## src/rtl/ysyx_22041412_ifu_pkg.sv

```systemverilog
// Shared constants and types for the instruction fetch unit.
package ysyx_22041412_ifu_pkg;

    localparam logic [63:0] IFU_RESET_PC = 64'h0000_0000_8000_0000;
    localparam logic [31:0] IFU_NOP      = 32'h0000_0013;

    typedef enum logic [1:0] {
        ST_RUN  = 2'd0,
        ST_WAIT = 2'd1,
        ST_DROP = 2'd2
    } ifu_state_e;

    typedef struct packed {
        logic [63:0] pc;
        logic [31:0] instr;
    } fetch_entry_t;

endpackage

```

## src/rtl/ysyx_22041412_ifu_fifo.sv

```systemverilog
// Small power-of-2 FIFO with registered storage; head is read straight from the register array.
module ysyx_22041412_ifu_fifo #(
    parameter int                WIDTH   = 96,
    parameter int                DEPTH   = 2,
    parameter logic [WIDTH-1:0]  RST_VAL = '0
) (
    input  logic                       clk,
    input  logic                       rst_n,
    input  logic                       push,
    input  logic                       pop,
    input  logic                       flush,
    input  logic [WIDTH-1:0]           din,
    output logic [WIDTH-1:0]           dout,
    output logic [$clog2(DEPTH):0]     count,
    output logic                       empty,
    output logic                       full
);
    localparam int AW = $clog2(DEPTH);
    localparam int CW = AW + 1;

    logic [WIDTH-1:0] mem [DEPTH];
    logic [AW-1:0]    rd_ptr, wr_ptr;
    logic             do_push, do_pop;

    assign empty   = (count == '0);
    assign full    = (count == CW'(DEPTH));
    assign do_pop  = pop & ~empty;
    assign do_push = push & (~full | do_pop);
    assign dout    = mem[rd_ptr];

    // Pointers wrap naturally because DEPTH is a power of 2.
    always_ff @(posedge clk or negedge rst_n) begin
        if (!rst_n) begin
            for (int i = 0; i < DEPTH; i++) mem[i] <= RST_VAL;
            rd_ptr <= '0;
            wr_ptr <= '0;
            count  <= '0;
        end else if (flush) begin
            rd_ptr <= '0;
            wr_ptr <= '0;
            count  <= '0;
        end else begin
            if (do_push) begin
                mem[wr_ptr] <= din;
                wr_ptr      <= wr_ptr + 1'b1;
            end
            if (do_pop) rd_ptr <= rd_ptr + 1'b1;
            count <= count + CW'(do_push) - CW'(do_pop);
        end
    end

endmodule

```

## src/rtl/ysyx_22041412_ifu.sv

```systemverilog
// Instruction fetch: PC, single-outstanding imem request FSM, and a {pc,instr} queue toward decode.
module ysyx_22041412_ifu
    import ysyx_22041412_ifu_pkg::*;
#(
    parameter logic [63:0] RESET_PC = IFU_RESET_PC,
    parameter int          QDEPTH   = 2
) (
    input  logic        clk,
    input  logic        rst_n,
    input  logic        redirect_valid,
    input  logic [63:0] redirect_pc,
    output logic        imem_req_valid,
    input  logic        imem_req_ready,
    output logic [63:0] imem_req_addr,
    input  logic        imem_resp_valid,
    input  logic [31:0] imem_resp_data,
    output logic        id_valid,
    input  logic        id_ready,
    output logic [31:0] id_instr,
    output logic [63:0] id_pc
);
    localparam int CW = $clog2(QDEPTH) + 1;

    ifu_state_e      st;
    logic [63:0]     pc, tag;
    logic            run_en;
    logic            req_hs, q_push, q_pop, q_empty, q_full;
    logic [CW-1:0]   q_count;
    fetch_entry_t    q_din, q_dout;

    // Credit check: only issue when the response is guaranteed a free slot.
    assign imem_req_valid = run_en && (st == ST_RUN) && (q_count < CW'(QDEPTH));
    assign imem_req_addr  = pc;
    assign req_hs         = imem_req_valid & imem_req_ready;

    assign q_pop  = id_valid & id_ready & ~redirect_valid;
    assign q_push = (st == ST_WAIT) & imem_resp_valid & ~redirect_valid & (~q_full | q_pop);
    assign q_din  = '{pc: tag, instr: imem_resp_data};

    assign id_valid = ~q_empty;
    assign id_pc    = q_dout.pc;
    assign id_instr = q_dout.instr;

    always_ff @(posedge clk or negedge rst_n) begin
        if (!rst_n) begin
            st     <= ST_RUN;
            pc     <= RESET_PC;
            tag    <= '0;
            run_en <= 1'b0;
        end else begin
            run_en <= 1'b1;
            if (redirect_valid) begin
                pc <= {redirect_pc[63:2], 2'b00};
                // Any request already accepted must have its response swallowed.
                unique case (st)
                    ST_RUN:           st <= req_hs ? ST_DROP : ST_RUN;
                    ST_WAIT, ST_DROP: st <= imem_resp_valid ? ST_RUN : ST_DROP;
                    default:          st <= ST_RUN;
                endcase
            end else begin
                unique case (st)
                    ST_RUN: if (req_hs) begin
                        pc  <= pc + 64'd4;
                        tag <= pc;
                        st  <= ST_WAIT;
                    end
                    ST_WAIT, ST_DROP: if (imem_resp_valid) st <= ST_RUN;
                    default: st <= ST_RUN;
                endcase
            end
        end
    end

    ysyx_22041412_ifu_fifo #(
        .WIDTH   (96),
        .DEPTH   (QDEPTH),
        .RST_VAL ({64'h0, IFU_NOP})
    ) u_fifo (
        .clk   (clk),
        .rst_n (rst_n),
        .push  (q_push),
        .pop   (q_pop),
        .flush (redirect_valid),
        .din   (q_din),
        .dout  (q_dout),
        .count (q_count),
        .empty (q_empty),
        .full  (q_full)
    );

endmodule

```

## config.mk

```make
export PLATFORM = sky130hd
export DESIGN_NAME = ysyx_22041412_ifu
export DESIGN_NICKNAME = d
export VERILOG_FILES = /design/src/rtl/ysyx_22041412_ifu_pkg.sv /design/src/rtl/ysyx_22041412_ifu_fifo.sv /design/src/rtl/ysyx_22041412_ifu.sv
export SDC_FILE = /design/constraint.sdc
export NUM_CORES = 1
export LEC_CHECK = 0
export BUFFER_PORTS_ARGS = -buffer_cell sky130_fd_sc_hd__buf_2
export CAP_MARGIN = 5
export CORE_MARGIN = 3
export CORE_UTILIZATION = 45
export CTS_BUF_LIST = sky130_fd_sc_hd__clkbuf_16
export DETAILED_ROUTE_END_ITERATION = 16
export GPL_TIMING_DRIVEN = 0
export PLACE_DENSITY = 0.78
export SLEW_MARGIN = 20
export SYNTH_ARGS = -nofsm -noshare
export SYNTH_HDL_FRONTEND = slang
export SYNTH_SLANG_ARGS = --single-unit
```

## constraint.sdc

```tcl
create_clock -name clk -period 6.4 [get_ports clk]
set_input_delay 0.32 -clock clk [delete_from_list [all_inputs] [get_ports clk]]
set_output_delay 0.32 -clock clk [all_outputs]
set_load 0.05 [all_outputs]
```

==> results.toml, run 1 <==
[yosys]
async_reset_ff_frac = 1.000
yosysTopAreaCellShare = 0.5396
synth-edff-count = 0
synth_top_cell_by_area = "dfrtp_1"
ys_warn_count = 0
yosys-top-cells-area = "dfrtp_1 (54%), mux2_2 (27%), nand2_1 (2.0%)"
ys_seq_area_frac = 0.5523
ys_ff_latch = 319
synthDistinctLibCells = 44
avgSynthCellArea_sq_um = 12.89
netlist_instances = 1123
synthFlopType = "dfrtp_1"
synthesis.area_sq_mm = 0.01447

[cts]
clock_sinks = 319
clockRootBuffer = "clkbuf_16"
clk_path_buf_depth = 3
cts_tree = "built"
cts.clk_slew.worst_paths_ns = 0.06
numCtsBuffers = 36
insertion_delay_ns = 0.51
cts_resized = 0
h-tree-depth = 2

[setup_path]
cp_common_cell = "clkbuf_1"
cp-startpoint = "u_fifo.rd_ptr$_DFFE_PN0P_"
r2r_cells = 8
crit_path_end = "id_pc[42]"
arrival_ns = 3.09
startpoint_type = "flip-flop"
cp-end-kind = "primary output"
cp_max_fo = 10
worstPathBufferInverterCount = 4
critPathKind = "flip-flop to primary output"
r2r-start = "st[1]$_DFFE_PN0P_"
worstPathRequired_ns = 6.08
rrSetupSlack_ns = 3.05
cp_slowest_cell = "buf_1"
max_stage_delay_ns = 0.85
crit_chain = "clkbuf_1, buf_1, clkbuf_1, mux2_2, buf_2"
critPathTopFamily = "buffers and inverters"
r2r-end = "imem_req_addr[56]$_DFFE_PN0P_"
path_depth = 5

[global_routing]
grt_usage = 0.2132
grt_pass1_vias = 10500
overflow = 0
grt_max_degree = 95
grt_first_pass_wirelength_mm = 57.68
antenna_found_initial = 10

[power]
pwr_density_cell_mw_per_mm2 = 428.4
p_clk_frac = 0.259
p_comb_frac = 0.350
p_sw_frac = 0.3862
internal_power_mw = 4.596
seqPwrFrac = 0.391
p_sw_mw = 2.892
power.total_mw = 7.488
p_leak_nw = 8.216
ir_drop_v = 0.0002779

[placement]
hpwl_mm = 26.69
placed_area_sq_mm = 0.01637
gp_congestion = 0.7946
io_buffers = 257
dp_slack_ns = 3.112

[timing]
finClkSkew_ns = 0.01592
rsz0062_at_grt = "false"
max_freq_ghz = 0.2935
fin_ws_ns = 2.993
tns_ns = 0
fin_crit_sh = 0.5324
slew_headroom = 0.2271
slew_viol_final = 0
finalCriticalPeriod_ns = 3.407
worst_pin_slew_ns = 1.155
setup_viol = 0
final-hold-violation-count = 0

[route]
num_vias = 10220
wl_per_cell_um = 20.22
ant_nets = 0
first_pass_iters = 5
wl_mm = 37.45
first_iter_violations = 586
vias_per_cell = 5.519
drc_errors = 0

[floorplan]
die_x_um = 185.3
fp-row-count = 65
fp.dieH_um = 185.3
start_util = 0.4574
core_sq_mm = 0.03164
die-area_sq_mm = 0.03434
io_pins = 264

[layout]
fin_nets = 1533
syn2layout_area_growth_pct = 20.79
fin_util = 0.5525
drive_above_1_share = 0.4641
final_area_sq_mm = 0.01748
antennaDiodeCount = 0

[run_status]
status = "finished clean"

[hold_path]
worst_hold_path_type = "primary input to flip-flop"

[run]
drv_cap = 0
[metrics by stage]
| step | hold slack (ns) | instances |
|---|---|---|
| after floorplan | 0.02441 | 1126 |
| after global placement | 0.4806 | 1785 |
| after detailed placement | 0.2929 | 1788 |
| after CTS | 0.003290 | 1852 |
| after global routing | 0.01499 | 1852 |
| final | 0.02039 | 1852 |
[worst min path at each step]
stage / start / endpoint / cells past startpoint
global placement: u_fifo.mem[8]$_DFFE_PN0P_ / u_fifo.mem[8]$_DFFE_PN0P_ / 1
finish: redirect_pc[25] / imem_req_addr[25]$_DFFE_PN0P_ / 3
CTS: redirect_pc[25] / imem_req_addr[25]$_DFFE_PN0P_ / 3
floorplan: rst_n / imem_req_addr[10]$_DFFE_PN0P_ / 0
detailed placement: rst_n / u_fifo.mem[16]$_DFFE_PN0P_ / 1
global route: redirect_pc[25] / imem_req_addr[25]$_DFFE_PN0P_ / 3
[logic make-up (layout without fill, tap and decap cells)]
| kind of cell | count (synthesis) | in the layout | share of synthesized area |
|---|---|---|---|
| AOI/OAI and AO/OA | 81 | 81 | 0.03269 |
| xor gates and xnor gates | 44 | 44 | 0.02663 |
| adders and majority gates | 6 | 6 | 0.005188 |
| buffers and inverters | 78 | 402 | 0.02188 |
| DFF | 319 | 319 | 0.5523 |
| muxes | 349 | 349 | 0.2713 |
| other | 2 | 5 | 0.0005190 |
| and+or+nand+nor | 244 | 244 | 0.08949 |
[power groups by stage]
| stage | Combinational (mW) | Sequential, mW | Clock (mW) |
|---|---|---|---|
| floorplan | 1.97 | 2.96 | 0 |
| CTS | 2.65 | 2.92 | 1.98 |
| detailed placement | 2.63 | 2.95 | 0 |
| finish | 2.62 | 2.93 | 1.94 |
| global route | 2.77 | 3.00 | 2.06 |
| global placement | 2.58 | 2.91 | 0 |
[area by class of cell]
cell class | count | area [sq um]
multi-input combinational | 729 | 6180
buffer | 68 | 279.0
sequential | 319 | 7991
clock inverter | 26 | 172.7
timing repair buffer | 261 | 1389
tap | 402 | 503.0
inverter | 10 | 37.54
fill | 2678 | 14160
clock buffer | 37 | 925.9
[sequential cells by signal, summed over array words and instances (netlist names)]
signal         cells
u_fifo.wr_ptr      1
u_fifo.mem       188
imem_req_addr     62
tag               62
run_en             1
u_fifo.rd_ptr      1
st                 2
u_fifo.count       2
[Yosys cell counts (7+ instances only)]
cell type / number
a31oi_1: 13
nor2_1: 23
o31ai_1: 8
nor3_1: 15
or3_1: 10
clkbuf_1: 56
nor4_1: 18
xor2_1: 18
nor2b_1: 7
nand4_1: 24
nand2_1: 77
dfrtp_1: 312
nand3_1: 27
o21ai_0: 47
inv_1: 10
mux2_2: 346
and3_1: 11
or4_1: 14
xnor2_1: 26
dfstp_2: 7
[timing repair]
| action | 4_1_cts | 5_1_grt |
|---|---|---|
| hold endpoints to repair | 59 | 0 |
| setup buffers | 0 | 0 |
| hold buffers | 1 | 0 |
[worst register-to-register path: stages (launching register included)]
cell and delay, ns:
dfrtp_1 0.38, inv_1 0.10, ha_1 0.23, nand4b_1 0.15, buf_2 0.22, nor4_2 0.91
nand4_1 0.59, or4_1 0.60, nand3_1 0.11
[cells in the final DEF (no fill, tap or decap), types with 3 or more instances in the layout]
cell type  synthesis  final
dfstp_2            7      7
nor2_1            23     23
buf_16             0      3
buf_1              6      6
conb_1             2      5
nand3_1           27     27
mux2i_1            3      3
clkbuf_16          0     37
nand4_1           24     24
inv_1             10     18
dfrtp_1          312    312
clkinv_1           0      7
mux2_2           346    346
a21oi_1            4      4
buf_2              1    257
xor2_1            18     18
nor2b_1            7      7
and3_1            11     11
a31oi_1           13     13
nand2_1           77     77
clkbuf_1          56     56
o31ai_1            8      8
or4_1             14     14
a22oi_1            3      3
o21ai_0           47     47
or3_1             10     10
clkinv_2           0      6
and4_1             4      4
buf_4              4      4
ha_1               6      6
xnor2_1           26     26
nor3_1            15     15
nor4_1            18     17
[routing by layer]
| layer | vias to the layer above | share of wire | GRT usage |
|---|---|---|---|
| met4 | 20 | 0.023 | 0.05852 |
| met1 | 5166 | 0.43 | 0.2842 |
| li1 | 4660 | - | - |
| met3 | 84 | 0.065 | 0.05106 |
| met5 | - | 0.0033 | 0 |
| met2 | 292 | 0.48 | 0.3508 |
(Power assumes the default switching activity.)
==> run 2, diff against run 1 <==
PLACE_DENSITY = 0.8   (was 0.78)
clock period = 2.8 ns   (was 6.4 ns; I/O delays follow)
==> run 2 against run 1 <==
Compared with the run above: clock power rose by 130%; sequential power grew 130%; critical path depth is 3 higher; via count increased by 4.1%; first-iteration DRC count fell by 12%; register-to-register slack lost 3.0 ns; die area unchanged; worst hold slack better by 0.087 ns; wire length is 5.4% higher; final cell count rose by 5.6%; largest cell class unchanged; largest power group unchanged.
==> results.toml, run 2 (same netlist as run 1, synthesis figures left out) <==
[layout]
final_cells = 1955
fin_nets = 1633
fin_util = 0.5891
largest_reg_flops = 188
fillers = 2446
final_cell_mix = "mux2_2 (346), dfrtp_1 (305), buf_2 (257)"
mostFrequentLayoutCell = "mux2_2"
drive_above_1_share = 0.4687
top_register = "u_fifo.mem"
final_area_sq_mm = 0.01864
syn2layout_area_growth_pct = 28.79

[floorplan]
fp-row-count = 65
die_x_um = 185.3
io_pins = 264
fp.dieH_um = 185.3
die-area_sq_mm = 0.03434
core_sq_mm = 0.03164
start_util = 0.4574

[timing]
finClkSkew_ns = 0.02035
fin_crit_sh = 0.9765
slew_viol_final = 0
worst_pin_slew_ns = 0.9175
fin_ws_ns = 0.06572
finalCriticalPeriod_ns = 2.734
slew_headroom = 0.3836
final-hold-violation-count = 0
rsz0062_at_grt = "true"
max_freq_ghz = 0.3657
setup_viol = 0

[route]
vias_per_cell = 5.445
wl_per_cell_um = 20.19
first_pass_iters = 4
wl_mm = 39.48
drc_errors = 0
first_iter_violations = 516
ant_nets = 0
num_vias = 10650

[placement]
placed_area_sq_mm = 0.01638
gp_congestion = 0.7902
io_buffers = 257
hpwl_mm = 26.69
dp_slack_ns = -0.4792
dp_cells = 1788

[hold_path]
worstHoldPathCells = 4
holdPathEnd = "st[0]$_DFFE_PN0P_"
worst_hold_path_type = "primary input to flip-flop"
worstHoldStart = "imem_resp_valid"

[cts]
cts.clk_slew.worst_paths_ns = 0.06
h-tree-depth = 2
insertion_delay_ns = 0.51
clock_sinks = 319
numCtsBuffers = 35
clockRootBuffer = "clkbuf_16"
cts_tree = "built"
clk_path_buf_depth = 3

[global_routing]
antenna_found_initial = 2
grt_pass1_vias = 11210
overflow = 0
grt_max_degree = 99
grt_first_pass_wirelength_mm = 60.80
grt_usage = 0.2246

[setup_path]
cp_max_fo = 5
critPathKind = "flip-flop to flip-flop"
arrival_ns = 3.15
startpoint_type = "flip-flop"
r2r_cells = 8
worstPathRequired_ns = 3.21
r2r-start = "st[1]$_DFFE_PN0P_"
cp-end-kind = "flip-flop"
rrSetupSlack_ns = 0.07
r2r-end = "imem_req_addr[62]$_DFFE_PN0P_"

[run]
drv_cap = 0

[power]
ir_drop_v = 0.0008875
pwr_density_cell_mw_per_mm2 = 932.2
p_leak_nw = 8.755

[run_status]
status = "finished clean"
-- run 2: changes by cell type in the layout (fill, tap and decap cells not counted), moves of 3 or more --
cell and delta:
dfrtp_1 -7, dfrtp_2 +7, nor4_1 -3, dlygate4sd3_1 +95, buf_4 +9, clkbuf_1 -27, clkbuf_2 +23, or4_1 -4
or4_4 +4
-- run 2: stage by stage --
stage          hold WS (ns)  power, mW  TNS [ns]
6_report             0.1073      17.37         0
5_1_grt              0.1227      18.15   -0.2111
3_3_place_gp         0.3505      12.54  -1404.72
2_1_floorplan       -0.1556      11.27         0
4_1_cts             0.08575      17.42         0
3_5_place_dp         0.1289      12.77    -59.71
-- run 2: per-layer routing --
metal  global-route usage  wire length, um  vias to the layer above
li1                     -                -                     4854
met1               0.2890            16800                     5388
met2               0.3864            19480                      331
met3              0.04262             2131                       72
met4              0.06903             1064                        0
met5                    0                0                        -
-- run 2: what timing repair did --
action                                  CTS  global route
hold endpoints to repair                196             0
endpoints found under the setup margin  245           208
hold buffers                             96             0
setup buffers                             5             4
pin swaps                                 4             6
gates resized for setup                  28            28
-- run 2: worst max path at each step --
stage                             startpoint                            end  slack (ns)  depth (start not counted)
6_report                   st[1]$_DFFE_PN0P_  imem_req_addr[62]$_DFFE_PN0P_        0.07                          8
4_1_cts                    st[1]$_DFFE_PN0P_  imem_req_addr[49]$_DFFE_PN0P_       0.003                          8
5_1_grt                    st[1]$_DFFE_PN0P_  imem_req_addr[58]$_DFFE_PN0P_       -0.05                          8
2_1_floorplan  imem_req_addr[14]$_DFFE_PN0P_  imem_req_addr[62]$_DFFE_PN0P_       0.006                          5
3_5_place_dp               st[1]$_DFFE_PN0P_  imem_req_addr[51]$_DFFE_PN0P_       -0.48                          8
3_3_place_gp                           rst_n  imem_req_addr[26]$_DFFE_PN0P_       -4.85                          1
-- run 2: worst max-delay path, stage by stage, from the launching register on --
cell,delay (ns)
dfrtp_1,0.39
inv_2,0.09
ha_4,0.16
nand4b_1,0.14
buf_6,0.16
or4_4,0.44
or4_4,0.57
or4_1,0.51
a31oi_1,0.19
-- run 2: cell type report --
class	count	area, sq um	area share
antenna	2	5.005	0.0002685
tap	402	503.0	0.02699
clock buffer	37	925.9	0.04968
timing repair buffer	365	2407	0.1292
multi-input combinational	729	6266	0.3362
buffer	65	304.0	0.01631
sequential	319	8000	0.4293
inverter	10	37.54	0.002014
clock inverter	26	187.7	0.01007
-- run 2: power breakdown --
group / total (mW) / internal [mW] / leakage, nW / switching (mW)
Clock: 4.48 / 2.66 / 0.585 / 1.82
Combinational: 6.18 / 2.17 / 4.11 / 4.00
Sequential: 6.72 / 5.87 / 4.06 / 0.847
Total: 17.4 / 10.7 / 8.75 / 6.67
==> run 3, diff against run 2 <==
MAX_ROUTING_LAYER = met4   (was unset)
==> run 3 against run 2 <==
Compared with the run above: critical path depth down 2; maximum frequency down 0.16%; cell area about the same; combinational power is essentially flat; highest routed layer unchanged; non-clock buffer count down 2; die area unchanged; via count fell by 0.29%; core utilization is essentially flat; critical path type unchanged; worst hold slack better by 0.0038 ns; register-to-register slack about the same; critical endpoint unchanged; clock skew down 0.00090 ns.
==> results.toml, run 3 (same netlist as run 1, synthesis figures left out) <==
[run_status]
status = "finished clean"

[cts]
clockRootBuffer = "clkbuf_16"
insertion_delay_ns = 0.51
cts_tree = "built"
cts.clk_slew.worst_paths_ns = 0.06
clk_path_buf_depth = 3
h-tree-depth = 2
clock_sinks = 319
numCtsBuffers = 35

[route]
wl_per_cell_um = 20.26
vias_per_cell = 5.429
ant_nets = 0
num_vias = 10610
first_iter_violations = 509
drc_errors = 0
wl_mm = 39.61
first_pass_iters = 5

[setup_path]
worstPathBufferInverterCount = 1
startpoint_type = "flip-flop"
cp_slowest_cell = "or4_4"
rrSetupSlack_ns = 0.06
critPathKind = "flip-flop to flip-flop"
cp_max_fo = 10
path_depth = 6
worstPathRequired_ns = 3.21
r2r-end = "imem_req_addr[62]$_DFFE_PN0P_"
max_stage_delay_ns = 0.58
arrival_ns = 3.15
r2r_cells = 6
cp-end-kind = "flip-flop"
cp-startpoint = "imem_req_addr[23]$_DFFE_PN0P_"
critPathTopFamily = "simple AND/OR/NAND/NOR gates"
cp_common_cell = "or4_4"
crit_path_end = "imem_req_addr[62]$_DFFE_PN0P_"
crit_chain = "nand4_4, or4_4, buf_6, or4_4, or4_1, a31oi_1"
r2r-start = "imem_req_addr[23]$_DFFE_PN0P_"

[layout]
final_cell_mix = "mux2_2 (346), dfrtp_1 (304), buf_2 (257)"
fin_util = 0.5886
largest_reg_flops = 188
fin_nets = 1631
syn2layout_area_growth_pct = 28.70
fillers = 2446
regArea_sq_mm = 0.008001
final_area_sq_mm = 0.01862
multiInputGateArea_sq_mm = 0.006261
mostFrequentLayoutCell = "mux2_2"
top_register = "u_fifo.mem"
drive_above_1_share = 0.4680

[timing]
max_freq_ghz = 0.3651
finClkSkew_ns = 0.01945
rsz0062_at_grt = "true"
finalCriticalPeriod_ns = 2.739
setup_viol = 0
fin_crit_sh = 0.9781
worst_pin_slew_ns = 0.9150
final-hold-violation-count = 0
slew_headroom = 0.3853
fin_ws_ns = 0.06129
slew_viol_final = 0
hold_slack_ns = 0.1110

[power]
p_clk_frac = 0.258
ir_drop_v = 0.0008900
p_leak_nw = 8.745
p_comb_frac = 0.355
power.total_mw = 17.38
internal_power_mw = 10.69
p_sw_frac = 0.3847
pwr_density_cell_mw_per_mm2 = 933.3
p_sw_mw = 6.686
seqPwrFrac = 0.386

[global_routing]
grt_first_pass_wirelength_mm = 60.76
antenna_found_initial = 4
overflow = 0
grt_usage = 0.2315
grt_pass1_vias = 11220
grt_max_degree = 99

[floorplan]
die_x_um = 185.3
fp.dieH_um = 185.3
core_sq_mm = 0.03164
start_util = 0.4574
die-area_sq_mm = 0.03434
fp-row-count = 65
io_pins = 264

[placement]
placed_area_sq_mm = 0.01638
gp_congestion = 0.8021
io_buffers = 257
hpwl_mm = 26.69
dp_slack_ns = -0.4792

[run]
drv_cap = 0

[hold_path]
worst_hold_path_type = "primary input to flip-flop"
==> run 3: cell count changes in the layout (fill, tap and decap cells not counted) <==
cell	change
dfrtp_1	-1
dfrtp_2	+1
diode_2	+2
nand3_2	-1
nand3_1	+1
buf_4	-2
==> run 3: routing by layer <==
layer  global-route usage  share of wire  vias to the layer above
met5                    -              0                        -
met4              0.06813          0.028                        0
met3              0.04281          0.050                       75
met2               0.3870           0.49                      309
met1               0.2887           0.43                     5375
li1                     -              -                     4855
==> run 3: repair_timing <==
| item | in CTS | in global routing |
|---|---|---|
| gates resized for setup | 28 | 28 |
| buffers inserted | 5 | 2 |
| pin swaps | 4 | 2 |
| hold buffers | 96 | 0 |
| setup endpoints to repair | 245 | 207 |
| endpoints found under the hold margin | 196 | 0 |
==> run 3: cell type report <==
type | instances | area share
clock buffers | 37 | 0.04972
flip-flops and latches | 319 | 0.4297
well taps | 402 | 0.02701
clock inverters | 26 | 0.01008
multi-input cells | 729 | 0.3362
inverters | 10 | 0.002016
repair buffers | 363 | 0.1285
plain buffers | 65 | 0.01633
diodes | 4 | 0.0005375
==> run 3: power by group through the flow <==
stage | combinational [mW] | sequential, mW | clock (mW)
after global routing | 6.51 | 6.86 | 4.77
after detailed placement | 6.01 | 6.76 | 0
after CTS | 6.17 | 6.69 | 4.56
final | 6.18 | 6.71 | 4.49
after floorplan | 4.50 | 6.77 | 0
after global placement | 5.90 | 6.64 | 0
==> run 3: worst min path at each step <==
stage / cells after the start / end / startpoint
2_1_floorplan: 0 / imem_req_addr[10]$_DFFE_PN0P_ / rst_n
3_3_place_gp: 3 / imem_req_addr[14]$_DFFE_PN0P_ / redirect_pc[14]
3_5_place_dp: 1 / u_fifo.mem[114]$_DFFE_PN0P_ / rst_n
4_1_cts: 4 / st[0]$_DFFE_PN0P_ / imem_resp_valid
5_1_grt: 4 / st[0]$_DFFE_PN0P_ / imem_resp_valid
6_report: 4 / st[0]$_DFFE_PN0P_ / imem_resp_valid
==> run 3: worst reg2reg max path: stages (launching register included) <==
cell	delay [ns]
dfrtp_2	0.47
nand4_4	0.20
or4_4	0.58
buf_6	0.16
or4_4	0.55
or4_1	0.51
a31oi_1	0.18
==> run 3: stage by stage <==
| stage | cells | TNS [ns] |
|---|---|---|
| 6_report | 1955 | 0 |
| 5_1_grt | 1955 | -0.3825 |
| 4_1_cts | 1951 | 0 |
| 3_5_place_dp | 1788 | -59.71 |
| 3_3_place_gp | 1785 | -1404.72 |
| 2_1_floorplan | 1126 | 0 |
